===== src/rtl/wb_ram_arbiter_pkg.sv =====
// ---------------------------------------------------------------------------
// wb_ram_arbiter_pkg : shared state encodings, Wishbone cycle-type constants
// and the round-robin index helper. Rev 1.0
// ---------------------------------------------------------------------------
`default_nettype none

package wb_ram_arbiter_pkg;

  localparam logic [0:0] ARB_IDLE = 1'b0;
  localparam logic [0:0] ARB_BUSY = 1'b1;

  localparam logic [2:0] CTI_CLASSIC = 3'b000;
  localparam logic [2:0] CTI_INCR    = 3'b010;
  localparam logic [2:0] CTI_EOB     = 3'b111;

  function automatic int rr_index(input int last, input int offset, input int n);
    return (last + offset) % n;
  endfunction

endpackage

`default_nettype wire


===== src/rtl/wb_rr_pick.sv =====
// ---------------------------------------------------------------------------
// wb_rr_pick : combinational round-robin picker, one-hot result, searching
// from last+1 upward (modulo nm). Rev 1.0
// ---------------------------------------------------------------------------
`default_nettype none

module wb_rr_pick
  import wb_ram_arbiter_pkg::*;
#(
  parameter int nm = 2
) (
  input  logic [nm-1:0]         req,
  input  logic [$clog2(nm)-1:0] last,
  output logic [nm-1:0]         grant
);

  localparam int iw = $clog2(nm);

  logic [iw-1:0] cand;

  // Walk offsets from farthest to nearest so the nearest requester overwrites.
  always_comb begin
    grant = '0;
    cand  = '0;
    for (int off = nm; off >= 1; off--) begin
      cand = iw'(rr_index(int'(last), off, nm));
      if (req[cand]) begin
        grant       = '0;
        grant[cand] = 1'b1;
      end
    end
  end

endmodule

`default_nettype wire


===== src/rtl/wb_ram_arbiter.sv =====
// ---------------------------------------------------------------------------
// wb_ram_arbiter : round-robin Wishbone arbiter sharing one RAM slave among
// nm masters, with a per-transfer ack watchdog. Rev 1.0
// ---------------------------------------------------------------------------
`default_nettype none

module wb_ram_arbiter
  import wb_ram_arbiter_pkg::*;
#(
  parameter int nm      = 2,
  parameter int aw      = 32,
  parameter int dw      = 32,
  parameter int timeout = 255
) (
  input  logic                 wb_clk_i,
  input  logic                 wb_rst_ni,
  input  logic [nm*aw-1:0]     wbm_adr_i,
  input  logic [nm*dw-1:0]     wbm_dat_i,
  input  logic [nm*dw/8-1:0]   wbm_sel_i,
  input  logic [nm-1:0]        wbm_we_i,
  input  logic [nm-1:0]        wbm_cyc_i,
  input  logic [nm-1:0]        wbm_stb_i,
  input  logic [nm*3-1:0]      wbm_cti_i,
  input  logic [nm*2-1:0]      wbm_bte_i,
  output logic [nm-1:0]        wbm_ack_o,
  output logic [nm-1:0]        wbm_err_o,
  output logic [nm*dw-1:0]     wbm_dat_o,
  output logic [aw-1:0]        wbs_adr_o,
  output logic [dw-1:0]        wbs_dat_o,
  output logic [dw/8-1:0]      wbs_sel_o,
  output logic                 wbs_we_o,
  output logic [2:0]           wbs_cti_o,
  output logic [1:0]           wbs_bte_o,
  output logic                 wbs_cyc_o,
  output logic                 wbs_stb_o,
  input  logic                 wbs_ack_i,
  input  logic                 wbs_err_i,
  input  logic [dw-1:0]        wbs_dat_i,
  output logic [nm-1:0]        grant_o
);

  localparam int sw = dw / 8;
  localparam int iw = $clog2(nm);

  logic [0:0]    state, state_next;
  logic [nm-1:0] grant, grant_next, pick;
  logic [iw-1:0] last, last_next, owner;
  logic          busy, expire, to_err;

  logic [aw-1:0] adr_g;
  logic [dw-1:0] dat_g;
  logic [sw-1:0] sel_g;
  logic [2:0]    cti_g;
  logic [1:0]    bte_g;
  logic          we_g, cyc_g, stb_g;

  wb_rr_pick #(.nm(nm)) u_pick (
    .req   (wbm_cyc_i),
    .last  (last),
    .grant (pick)
  );

  assign busy = (state == ARB_BUSY);

  // Grant is one-hot or zero, so a plain priority walk acts as an AND-OR mux.
  always_comb begin
    adr_g = '0;
    dat_g = '0;
    sel_g = '0;
    cti_g = '0;
    bte_g = '0;
    we_g  = 1'b0;
    cyc_g = 1'b0;
    stb_g = 1'b0;
    owner = '0;
    for (int k = 0; k < nm; k++) begin
      if (grant[k]) begin
        adr_g = wbm_adr_i[k*aw +: aw];
        dat_g = wbm_dat_i[k*dw +: dw];
        sel_g = wbm_sel_i[k*sw +: sw];
        cti_g = wbm_cti_i[k*3 +: 3];
        bte_g = wbm_bte_i[k*2 +: 2];
        we_g  = wbm_we_i[k];
        cyc_g = wbm_cyc_i[k];
        stb_g = wbm_stb_i[k];
        owner = iw'(k);
      end
    end
  end

  generate
    if (timeout > 0) begin : g_wd
      localparam int cw = $clog2(timeout + 1);
      localparam logic [cw-1:0] to_max = cw'(timeout);

      logic [cw-1:0] wd_cnt, wd_next;

      assign expire = busy & stb_g & (wd_cnt == to_max);

      always_comb begin
        wd_next = '0;
        if (busy && stb_g && !wbs_ack_i && !wbs_err_i && !expire)
          wd_next = (wd_cnt == to_max) ? wd_cnt : wd_cnt + 1'b1;
      end

      always_ff @(posedge wb_clk_i) begin
        if (!wb_rst_ni) wd_cnt <= '0;
        else            wd_cnt <= wd_next;
      end
    end else begin : g_no_wd
      assign expire = 1'b0;
    end
  endgenerate

  // A real ack arriving on the expiry cycle wins over the synthetic error.
  assign to_err = expire & ~wbs_ack_i;

  always_ff @(posedge wb_clk_i) begin
    if (!wb_rst_ni) begin
      state <= ARB_IDLE;
      grant <= '0;
      last  <= iw'(nm - 1);
    end else begin
      state <= state_next;
      grant <= grant_next;
      last  <= last_next;
    end
  end

  always_comb begin
    state_next = state;
    grant_next = grant;
    last_next  = last;
    case (state)
      ARB_IDLE: begin
        if (|wbm_cyc_i) begin
          state_next = ARB_BUSY;
          grant_next = pick;
        end
      end
      ARB_BUSY: begin
        if (!cyc_g) begin
          state_next = ARB_IDLE;
          grant_next = '0;
          last_next  = owner;
        end
      end
      default: begin
        state_next = ARB_IDLE;
        grant_next = '0;
      end
    endcase
  end

  always_comb begin
    wbs_adr_o = adr_g;
    wbs_dat_o = dat_g;
    wbs_sel_o = sel_g;
    wbs_we_o  = we_g;
    wbs_cti_o = cti_g;
    wbs_bte_o = bte_g;
    wbs_cyc_o = cyc_g;
    wbs_stb_o = stb_g & ~to_err;
    wbm_ack_o = grant & {nm{wbs_ack_i}};
    wbm_err_o = grant & {nm{wbs_err_i | to_err}};
    wbm_dat_o = busy ? {nm{wbs_dat_i}} : '0;
    grant_o   = grant;
  end

endmodule

`default_nettype wire


===== config.mk =====
export PLATFORM = sky130hd
export DESIGN_NAME = wb_ram_arbiter
export DESIGN_NICKNAME = d
export VERILOG_FILES = /design/src/rtl/wb_ram_arbiter_pkg.sv /design/src/rtl/wb_rr_pick.sv /design/src/rtl/wb_ram_arbiter.sv
export SDC_FILE = /design/constraint.sdc
export NUM_CORES = 1
export LEC_CHECK = 0
export CORE_AREA = 5 5 125 127
export DETAILED_ROUTE_END_ITERATION = 7
export DIE_AREA = 0 0 130 132
export GPL_ROUTABILITY_DRIVEN = 1
export PLACE_DENSITY_LB_ADDON = 0.1
export RECOVER_POWER = 25
export SYNTH_ARGS = -nofsm -noshare
export SYNTH_HDL_FRONTEND = slang
export SYNTH_SLANG_ARGS = --single-unit

===== constraint.sdc =====
create_clock -name wb_clk_i -period 4.5 [get_ports wb_clk_i]
set_clock_uncertainty 0.1 [all_clocks]
set_input_delay 1.125 -clock wb_clk_i [delete_from_list [all_inputs] [get_ports wb_clk_i]]
set_output_delay 1.125 -clock wb_clk_i [all_outputs]
set_load 0.01 [all_outputs]

**Word-level counts from Yosys, hierarchy flattened**

Cells that the tools add are included.

- Register bits after elaboration: 12
- Logic and storage cells: 72
- Output and inout bits: 146
- Bits of input ports: 188

- Reductions and logical operators: 13
- Bitwise logic cells: 11
- Muxes and demuxes: 34
- Eq/ne operators: 3
- Add/sub/neg operators: 3
- $lt $le $gt $ge: 4

Operators by type and width:

| operator | count |
|---|---|
| $mux W32 | 4 |
| $mux W64 | 1 |
| $mux W1 | 15 |
| $mux W2 | 6 |
| $add A8 B1 Y8 const B | 1 |
| $eq A8 B8 Y1 const B | 1 |
| $mux W4 | 2 |
| $logic_and A1 B1 Y1 | 6 |
| $mux W3 | 2 |
| $reduce_and A2 Y1 | 3 |
| $and A1 B1 Y1 | 4 |
| $and A2 B2 Y2 | 2 |
| $lt A1 B2 Y1 const B | 2 |
| $ne A2 B2 Y1 const B | 2 |
| $not A1 Y1 | 4 |
| $pmux W2 S2 | 1 |
| $logic_not A1 Y1 | 3 |
| $add A1 B1 Y1 const B | 2 |
| $demux W1 S1 | 2 |
| $ge A1 B1 Y1 const B | 2 |
| $pmux W1 S2 | 1 |
| $reduce_or A2 Y1 | 1 |
| $or A1 B1 Y1 | 1 |

**Longest topological paths before layout**

Gate-level depths: netlist of run 1.

- Depth after elaboration: 9
- Mapped depth: 5
- Mapped depth without buffers: 5

**Hierarchy**

Synthesis of run 1 repeated with hierarchy kept, for this count alone.

- Cells, all modules: 237
- Area total of the unflattened synthesis: 1,914.3 µm²

By module, submodules not included:

| module | instances | seq. area each (µm²) | area an instance (µm²) | cells an instance |
|---|---|---|---|---|
| wb_ram_arbiter | 1 | 240.2 | 1,895.6 | 234 |
| wb_rr_pick | 1 | 0.0 | 18.8 | 3 |

**Least setup slack after synthesis of run 1**

OpenSTA, ideal clock, no wires.

- Path type: input port to output port
- Start point: input port wbs_ack_i
- End point: output port wbm_err_o[0]
- Stages: 4
- Required time: 3.275 ns
- Arrival: 1.746 ns
- Path buffers: 0
- Path slack: 1.529 ns
- Cells stage by stage: nand2b_1 -> a21oi_4 -> a21oi_1 -> nor2b_1

- Cells in the longest elaborated chain, start to end: 4

Ends and longest elaborated chain:

| element | RTL line | text |
|---|---|---|
| from (decl) | wb_ram_arbiter.sv:36 | `input logic wbs_ack_i,` |
| $not A1 Y1 | wb_ram_arbiter.sv:116 | `assign to_err = expire & ~wbs_ack_i;` |
| $and A1 B1 Y1 | wb_ram_arbiter.sv:116 |  |
| $or A1 B1 Y1 | wb_ram_arbiter.sv:165 | `wbm_err_o = grant & {nm{wbs_err_i \| to_err}};` |
| $and A2 B2 Y2 | wb_ram_arbiter.sv:165 |  |
| to (decl) | wb_ram_arbiter.sv:26 | `output logic [nm-1:0] wbm_err_o,` |

No other way between the ends.

**Worst setup path after layout of run 1**

- Start point: register grant[1], in the netlist grant_o[1]
- End point: output port wbs_adr_o[30]

- Cells in the longest elaborated chain, start to end: 1

Ends and longest elaborated chain:

| element | RTL line | text |
|---|---|---|
| from (decl) | wb_ram_arbiter.sv:46 | `logic [nm-1:0] grant, grant_next, pick;` |
| from (signal assigned) | wb_ram_arbiter.sv:125 | `grant <= grant_next;` |
| $mux W32 | wb_ram_arbiter.sv:77 | `if (grant[k]) begin` |
| to (decl) | wb_ram_arbiter.sv:28 | `output logic [aw-1:0] wbs_adr_o,` |

No other way between the ends.

==> results.md, run 1 <==
- Outcome: complete, no violations
- Die height: 132 um
- Ratio of cells with drive above 1 in the final layout: 0.02907
- Top Ports: 334
- Post-Synthesis Cell Area: 1829 um^2
- Main flop type after synthesis: dfxtp_1
- Synth warn: 0
- Achievable frequency: 248.3 MHz
- Final wirelength: 13.02 mm
- Comb power frac: 0.653
- Die Area: 17160 um^2
- Mean post-synth cell area: 7.988 um^2
- Type of origin of the critical path: flop
- Vias in the first global route: 2776
- Register area: 241.5 um^2
- Critical path class: reg -> out
- Multi-input gate area in the final layout: 1217 um^2
- Final Slew Violations: 0
- Synth top area cells: a22o_1 35%, buf_4 14%, dfxtp_1 13%
- Post-DP HPWL: 11.22 mm
- Post-cts resize count: 0
- Post-CTS Hold Fix Bufs: 0
- Longest Clk Path Bufs: 2
- Clock edge transition at the registers on the reported setup and hold paths: 50 ps
- Slew headroom: 0.03927
- Via density: 4.040
- Remaining DRCs: 0
- Tmin final: 4027 ps
- Nets: 706
- Fillcell total: 1468
- Seq pwr share: 0.134
- Final setup vio count: 0
- Congestion Overflow GR: 0
- Post-synth EDFFs: 0
- Mapped Nets: 418
- CTS tree: yes
- First-pass GRT wire length: 17.69 mm
- Core box area: 14310 um^2
- Netlist cell types: 29
- Clock Sinks: 12
- Post-route clock period utilization: 0.8949
- Max Cap Violations: 0
- Leak: 0.001964 uW
- H-tree Lvls: 1
- I/O Buffers: 333
- Sw power: 250.1 uW
- Post-route setup slack: 472.8 ps
- Post-synth top cells: 74 x a22o_1, 34 x and2_1, 34 x buf_4, 12 x dfxtp_1, 11 x buf_2
- Worst Path Arrival: 2800 ps
- Slew of the pin with the lowest slew margin: 1441 ps
- Worst-Skew Late Latency: 240 ps
- Share of Yosys cell area claimed by the top area cell type: 0.3543
- DRT Pass-1 Iters: 4
- Synth Instances: 229
- Tot GR Track Use: 0.1344
- Post-route ant nets: 0
- Layout area overhead: 182.1%
- Starting density of the core: 0.1278
- Synth Register Bits: 12
- Hold crit path type: reg -> reg
- Count leader, synth: a22o_1
- Initial DRC count: 71
- Cell Rows: 44
- Power after layout: 854.9 uW
- Core Util, Final: 0.3606
- CP Max Fanout: 72
- Overall die width: 130 um
- Post-placement setup slack: 546.4 ps
- WL/cell: 18.57 um
- Synth area leader: a22o_1
- RSZ-0062 raised after global routing: false
- Largest net degree at the start of global routing: 75
- Vias: 2832
- Post-synthesis sequential area ratio: 0.1313
- Power density cells: 165.6 nW/um^2
- Peak supply drop: 100.1 uV
- Routability Congestion: 0.7837
- Antenna violations before repair: 1
- Fraction of registers with async set or reset after synthesis: 0
- WHS: 387.2 ps
- Root buf cell: clkbuf_16
- Switch share: 0.2925
- WP data required: 3270 ps
- Setup bufs post-CTS: 0
- P_int: 604.8 uW
- Post-route setup TNS: 0 ps
- Final Hold Vio Count: 0
- CTS Buf Count: 3
- CP endpoint kind: primary output
- Clock power frac: 0.212
-- layout make-up --
class	instances	area share
diodes	1	0.0004848
clock buffers	4	0.01721
inverters	2	0.001455
multi-input cells	161	0.2359
flip-flops and latches	12	0.04679
well taps	184	0.04461
repair buffers	337	0.6536
-- sequential cells by signal, indices dropped and copies added, names as in the netlist --
name / flops
g_wd.wd_cnt: 8
grant_o: 2
busy: 1
last: 1
-- path summary, 6_finish.rpt --
check / depth (start not counted) / end / from / slack (ps)
setup / recovery: 3 / wbs_adr_o[30] / grant_o[1]$_SDFFE_PN0P_ / 470
hold / removal: 1 / g_wd.wd_cnt[0]$_SDFFE_PN0P_ / g_wd.wd_cnt[0]$_SDFFE_PN0P_ / 390
setup reg to reg: 5 / g_wd.wd_cnt[7]$_SDFFE_PN0P_ / g_wd.wd_cnt[0]$_SDFFE_PN0P_ / 2740
hold reg to reg: 1 / g_wd.wd_cnt[0]$_SDFFE_PN0P_ / g_wd.wd_cnt[0]$_SDFFE_PN0P_ / 390
-- worst max-delay path: stages, from the launching register on --
cell,delay (ps)
dfxtp_2,480
clkbuf_2,1110
a22o_1,300
dlygate4sd3_1,630
-- layout by cell type (no fill, tap or decap), types with 3 or more instances in the layout --
cell type        instances
clkdlybuf4s50_1        306
a22o_1                  74
and2_1                  34
dlygate4sd3_1           27
dfxtp_1                 11
nand2_1                  8
nor2_1                   7
a21oi_1                  6
nor2b_1                  4
and3_4                   3
nand3_1                  3
xor2_1                   3
clkbuf_16                3
-- kinds of logic (layout without fill, tap and decap cells) --
kind of cell / after synthesis / in the layout / share of synthesized area
buffers and inverters: 56 / 343 / 0.1922
multiplexers: 1 / 1 / 0.005472
flip-flops: 12 / 12 / 0.1313
AO/OA/AOI/OAI: 87 / 87 / 0.4083
XOR/XNOR: 5 / 5 / 0.02394
AND/OR/NAND/NOR: 67 / 67 / 0.2319
adder cells (fa/ha/maj): 1 / 1 / 0.006839
other: 0 / 1 / 0
-- power by group through the flow --
stage	sequential (uW)	clock (uW)	combinational (uW)
6_report	115	181	559
5_1_grt	116	192	594
4_1_cts	116	186	578
3_5_place_dp	118	0	575
3_3_place_gp	117	0	576
2_1_floorplan	115	0	205
-- stage by stage --
stage          instance area, um^2  instances
6_report                      5161        701
5_1_grt                       5161        701
4_1_cts                       5201        700
3_5_place_dp                  5112        696
3_3_place_gp                  5112        696
2_1_floorplan                 1829        229
-- layer usage --
| metal | vias up | global-route usage | routed length [um] |
|---|---|---|---|
| li1 | 1393 | - | - |
| met1 | 1281 | 0.1334 | 4492 |
| met2 | 154 | 0.2751 | 7220 |
| met3 | 4 | 0.04457 | 1238 |
| met4 | 0 | 0.007506 | 69 |
| met5 | - | 0 | 0 |
Note: power is estimated with default switching activity, not from simulation.
==> inputs of run 2 (changes only) <==
Settings changed: CELL_PAD_IN_SITES_DETAIL_PLACEMENT from default to 1, CELL_PAD_IN_SITES_GLOBAL_PLACEMENT from default to 2, CORE_AREA 5 5 125 127 to default, CORE_MARGIN from default to 5, CORE_UTILIZATION from default to 10, DIE_AREA 0 0 130 132 to default, MAX_ROUTING_LAYER from default to met4.
==> results.md, run 2 (same netlist as run 1, synthesis figures left out) <==
- Outcome: complete, no violations
- Post-route ant nets: 0 (unchanged)
- Die Area: 21100 um^2 (+23%)
- Ratio of cells with drive above 1 in the final layout: 0.03475 (+0.005679)
- Post-CTS Hold Fix Bufs: 0 (unchanged)
- Initial DRC count: 66 (-7.0%)
- Final Slew Violations: 0 (unchanged)
- Tot GR Track Use: 0.1344 (about the same)
- Post-cts resize count: 0 (unchanged)
- Max reg flops: 8 (unchanged)
- Die height: 145.3 um (+10%)
- Core box area: 17960 um^2 (+25%)
- Ordered list of cells on the worst path: dlygate4sd3_1 > nand3b_2 > a21oi_4 > a21oi_1 > nor2b_1 > clkdlybuf4s50_1
- Hold crit path type: reg -> reg
- Power density cells: 165.0 nW/um^2 (-0.39%)
- Clock edge transition at the registers on the reported setup and hold paths: 50 ps (about the same)
- CP endpoint kind: primary output
- Fillcell total: 2078 (+42%)
- Commonest non-fill, non-tap cell in the layout: clkdlybuf4s50_1
- CP Max Fanout: 4 (-94%)
- Worst Path Arrival: 2760 ps (-40 ps)
- WP data required: 3270 ps (about the same)
- Design area: 5244 um^2 (+1.6%)
- Post-DP HPWL: 12.67 mm (+13%)
- Antenna violations before repair: 1 (unchanged)
- Most frequent cells in the layout: 305 x clkdlybuf4s50_1, 74 x a22o_1, 34 x and2_1
- Largest net degree at the start of global routing: 58 (-23%)
- WL/cell: 19.68 um (+5.9%)
- Slowest-stage cell, CP: clkdlybuf4s50_1
- Worst-Skew Late Latency: 240 ps (about the same)
- Starting density of the core: 0.1018 (-0.02597)
- Power after layout: 865.2 uW (+1.2%)
- Nets: 708 (+0.28%)
- Longest Clk Path Bufs: 2 (unchanged)
- Setup bufs post-CTS: 0 (unchanged)
- Overall die width: 145.3 um (+12%)
- Clock Sinks: 12 (unchanged)
- RSZ-0062 raised after global routing: false
- Top Ports: 334 (unchanged)
- Cell area after placement: 5171 um^2 (+1.2%)
- Post-route clock period utilization: 0.8852 (-0.009734)
- Layout area overhead: 186.7%
- Cell Rows: 49 (+11%)
- Via density: 3.890 (-3.7%)
- Remaining DRCs: 0 (unchanged)
- Vias in the first global route: 3146 (+13%)
- Critical path class: in -> out
- Final wirelength: 14.72 mm (+13%)
- Slew of the pin with the lowest slew margin: 731.7 ps (-709.4 ps)
- Achievable frequency: 251.0 MHz (+1.1%)
- Routability Congestion: 0.8019 (+2.3%)
- Final Hold Vio Count: 0 (unchanged)
- Type of origin of the critical path: input pin
- Slew headroom: 0.5122 (+0.4730)
- Max Cap Violations: 0 (unchanged)
- CTS Buf Count: 3 (unchanged)
- DRT Pass-1 Iters: 4 (unchanged)
- Largest Register: g_wd.wd_cnt
- Post-route setup TNS: 0 ps (unchanged)
- Leak: 0.001976 uW (+0.64%)
- H-tree Lvls: 1 (unchanged)
- CTS tree: yes
- Root buf cell: clkbuf_16
- I/O Buffers: 333 (unchanged)
- Crit-path max cell delay: 550 ps (-560 ps)
- Vias: 2910 (+2.8%)
- Final setup vio count: 0 (unchanged)
- Peak supply drop: 136.1 uV (+36%)
- Congestion Overflow GR: 0 (unchanged)
- Tmin final: 3983 ps (-43.81 ps)
- First-pass GRT wire length: 21.58 mm (+22%)
[run 2: critical path, delay by kind of cell]
kind	cells	cell delay, ps
compound gates	2	300
buf+inv	2	1090
simple gates	2	240
[run 2: final timing paths]
path              slack (ps)                     endpoint  cells past startpoint                   startpoint
setup / recovery         520                 wbm_err_o[0]                      6                 wbm_stb_i[0]
hold / removal           380  g_wd.wd_cnt[0]$_SDFFE_PN0P_                      1  g_wd.wd_cnt[0]$_SDFFE_PN0P_
setup reg to reg        2690  g_wd.wd_cnt[7]$_SDFFE_PN0P_                      4      grant_o[1]$_SDFFE_PN0P_
hold reg to reg          380  g_wd.wd_cnt[0]$_SDFFE_PN0P_                      1  g_wd.wd_cnt[0]$_SDFFE_PN0P_
[run 2: stage by stage]
step / utilization / hold WS [ps] / setup WS [ps] / std cells
after global routing: 0.2919 / 407.8 / 402.5 / 748
after floorplan: - / 326.2 / 1529 / 229
after global placement: 0.2879 / 344.5 / 546.9 / 743
after CTS: 0.2928 / 369.1 / 540.1 / 747
final: 0.2919 / 376.3 / 516.6 / 748
after detailed placement: 0.2879 / 358.7 / 558.8 / 743
[run 2: per-layer routing]
metal,up-vias,GRT usage,wire length [um]
met3,12,0.03586,981
met2,156,0.2555,7956
met5,-,-,0
li1,1398,-,-
met1,1344,0.1406,5519
met4,0,0.02146,260
[run 2: report_power, final]
part | switching, uW | internal, uW | leakage (uW)
registers | 6.29 | 110 | 0.0000980
logic | 203 | 362 | 0.00183
clock network | 48.9 | 134 | 0.0000442
[run 2: layout make-up]
| class | instances | area [um^2] | share of cell area |
|---|---|---|---|
| timing repair buffer | 339 | 3388 | 0.6461 |
| multi-input combinational | 161 | 1229 | 0.2343 |
| tap | 229 | 286.5 | 0.05464 |
| sequential | 12 | 241.5 | 0.04605 |
| clock buffer | 4 | 88.84 | 0.01694 |
| inverter | 2 | 7.507 | 0.001432 |
| antenna | 1 | 2.502 | 0.0004772 |
==> inputs of run 3 (changes only) <==
Settings changed: CORE_AREA from default to 2 2 128 130, CORE_MARGIN 5 to default, CORE_UTILIZATION 10 to default, DIE_AREA from default to 0 0 130 132, DONT_BUFFER_PORTS from default to 1, GPL_ROUTABILITY_DRIVEN 1 to 0.
==> results.md, run 3 (same netlist as run 1, synthesis figures left out) <==
- Multi-input gate area in the final layout: 1211 um^2 (-1.4%)
- Post-route clock period utilization: 0.7269 (-0.1583)
- Leak: 0.0006266 uW (-68%)
- Hold Path Depth: 1 (unchanged)
- Ant. Diodes: 0 (-1)
- CP bufs+invs: 1 (-1)
- Worst-Skew Late Latency: 240 ps (about the same)
- Core box area: 15710 um^2 (-13%)
- CP Max Fanout: 47 (+43)
- Remaining DRCs: 0 (unchanged)
- Congestion Overflow GR: 0 (unchanged)
- Most frequent cells in the layout: 74 x a22o_1, 20 x and2_1, 14 x and2_0
- Setup bufs post-CTS: 0 (unchanged)
- Fillcell total: 1874 (-9.8%)
- Slew headroom: 0.4658 (-0.04640)
- Outcome: complete, no violations
- Nets: 373 (-47%)
- Final wirelength: 8.448 mm (-43%)
- DRT Pass-1 Iters: 4 (unchanged)
- Min-Delay Endpoint: g_wd.wd_cnt[0]$_SDFFE_PN0P_
- Post-CTS Hold Fix Bufs: 0 (unchanged)
- Achievable frequency: 305.7 MHz (+22%)
- CP endpoint kind: primary output
- CTS Buf Count: 3 (unchanged)
- Overall die width: 130 um (-10%)
- Core Util, Final: 0.1174 (-0.1745)
- WP data required: 3270 ps (about the same)
- Critical path class: reg -> out
- Layout area overhead: 0.8209%
- Slowest-stage cell, CP: nor2b_4
- Clock Sinks: 12 (unchanged)
- Hold crit path type: reg -> reg
- Final setup vio count: 0 (unchanged)
- R2r startpoint: grant_o[1]$_SDFFE_PN0P_
- Power density cells: 260.6 nW/um^2 (+58%)
- Largest net degree at the start of global routing: 48 (-17%)
- Post-route setup TNS: 0 ps (unchanged)
- Register area: 241.5 um^2 (unchanged)
- Commonest non-fill, non-tap cell in the layout: a22o_1
- Antenna violations before repair: 0 (-1)
- Largest Register: g_wd.wd_cnt
- Initial DRC count: 59 (-11%)
- R2R Path End: g_wd.wd_cnt[7]$_SDFFE_PN0P_
- Final Slew Violations: 0 (unchanged)
- H-tree Lvls: 1 (unchanged)
- Vias in the first global route: 1802 (-43%)
- Die height: 132 um (-9.1%)
- WL/cell: 21.23 um (+7.9%)
- Final Hold Vio Count: 0 (unchanged)
- I/O Buffers: 0 (-100%)
- Peak supply drop: 86.52 uV (-36%)
- R2R cell count: 4 (unchanged)
- Crit-path max cell delay: 630 ps (+80 ps)
- RSZ-0062 raised after global routing: false
- CTS tree: yes
- Top Ports: 334 (unchanged)
- Beginning of the worst hold path: g_wd.wd_cnt[0]$_SDFFE_PN0P_
- Die Area: 17160 um^2 (-19%)
- Type of origin of the critical path: flop
- Worst Path Arrival: 2050 ps (-710 ps)
- Clock edge transition at the registers on the reported setup and hold paths: 40 ps (about the same)
- Slew of the pin with the lowest slew margin: 801.2 ps (+69.59 ps)
- First-pass GRT wire length: 11.23 mm (-48%)
- Tmin final: 3271 ps (-712.2 ps)
- Vias: 1748 (-40%)
- Post-route ant nets: 0 (unchanged)
- Via density: 4.392 (+13%)
- Tot GR Track Use: 0.08834 (-0.04606)
- Starting density of the core: 0.1164 (+0.01459)
- Ratio of cells with drive above 1 in the final layout: 0.06593 (+0.03119)
- Root buf cell: clkbuf_16
- Post-DP HPWL: 7.121 mm (-44%)
- Reg2reg setup slack: 2210 ps (-480 ps)
- Ordered list of cells on the worst path: nor2b_4 > buf_12 > a22o_1
- Max Cap Violations: 0 (unchanged)
- Post-cts resize count: 0 (unchanged)
- Longest Clk Path Bufs: 2 (unchanged)
- Crit path max-delay family: simple AND/OR/NAND/NOR gates
- Max reg flops: 8 (unchanged)
- Cell Rows: 46 (-6.1%)
==> run 3: worst max path at each step <==
stage	start	slack, ps	cells past startpoint	endpoint
detailed placement	wbm_stb_i[1]	1430	4	wbm_err_o[0]
global route	grant_o[1]$_SDFFE_PN0P_	1040	4	wbm_err_o[1]
floorplan	wbs_ack_i	1530	4	wbm_err_o[0]
global placement	wbs_ack_i	1430	4	wbm_err_o[0]
finish	grant_o[1]$_SDFFE_PN0P_	1230	3	wbs_sel_o[3]
CTS	grant_o[1]$_SDFFE_PN0P_	1210	3	wbs_sel_o[3]
==> run 3: cell type report <==
type / instances / area share
repair buffers: 4 / 0.02103
flip-flops and latches: 12 / 0.1309
well taps: 216 / 0.1465
clock buffers: 3 / 0.04071
inverters: 2 / 0.004071
multi-input cells: 161 / 0.6567
==> run 3: report_power, final <==
part	switching, uW	total, uW	internal, uW
clock network	42.0	157	115
registers	9.98	120	110
logic	137	203	65.4
total	189	481	291
==> run 3: through the flow <==
step                std cells  power, uW  cell area [um^2]  worst slack, ps  hold WS (ps)
floorplan                 229      320.0              1829             1529         326.2
CTS                       398      491.9              1882             1212         359.3
detailed placement        395      329.4              1807             1433         348.0
global placement          395      332.4              1807             1431         350.2
finish                    398      480.6              1844             1229         356.4
global route              398      507.9              1844             1041         417.2
==> run 3: worst register-to-register path, stage by stage (launching register included) <==
cell,delay [ps]
dfxtp_2,840
nand2_1,200
a21oi_1,330
nand4bb_1,370
a311oi_1,340
==> run 3: routing by layer <==
metal,global-route usage,vias up,part of all wire
met4,0.01553,0,0.020
met2,0.1780,182,0.54
met1,0.08962,830,0.35
met3,0.01055,15,0.080
met5,-,-,0
li1,-,721,-
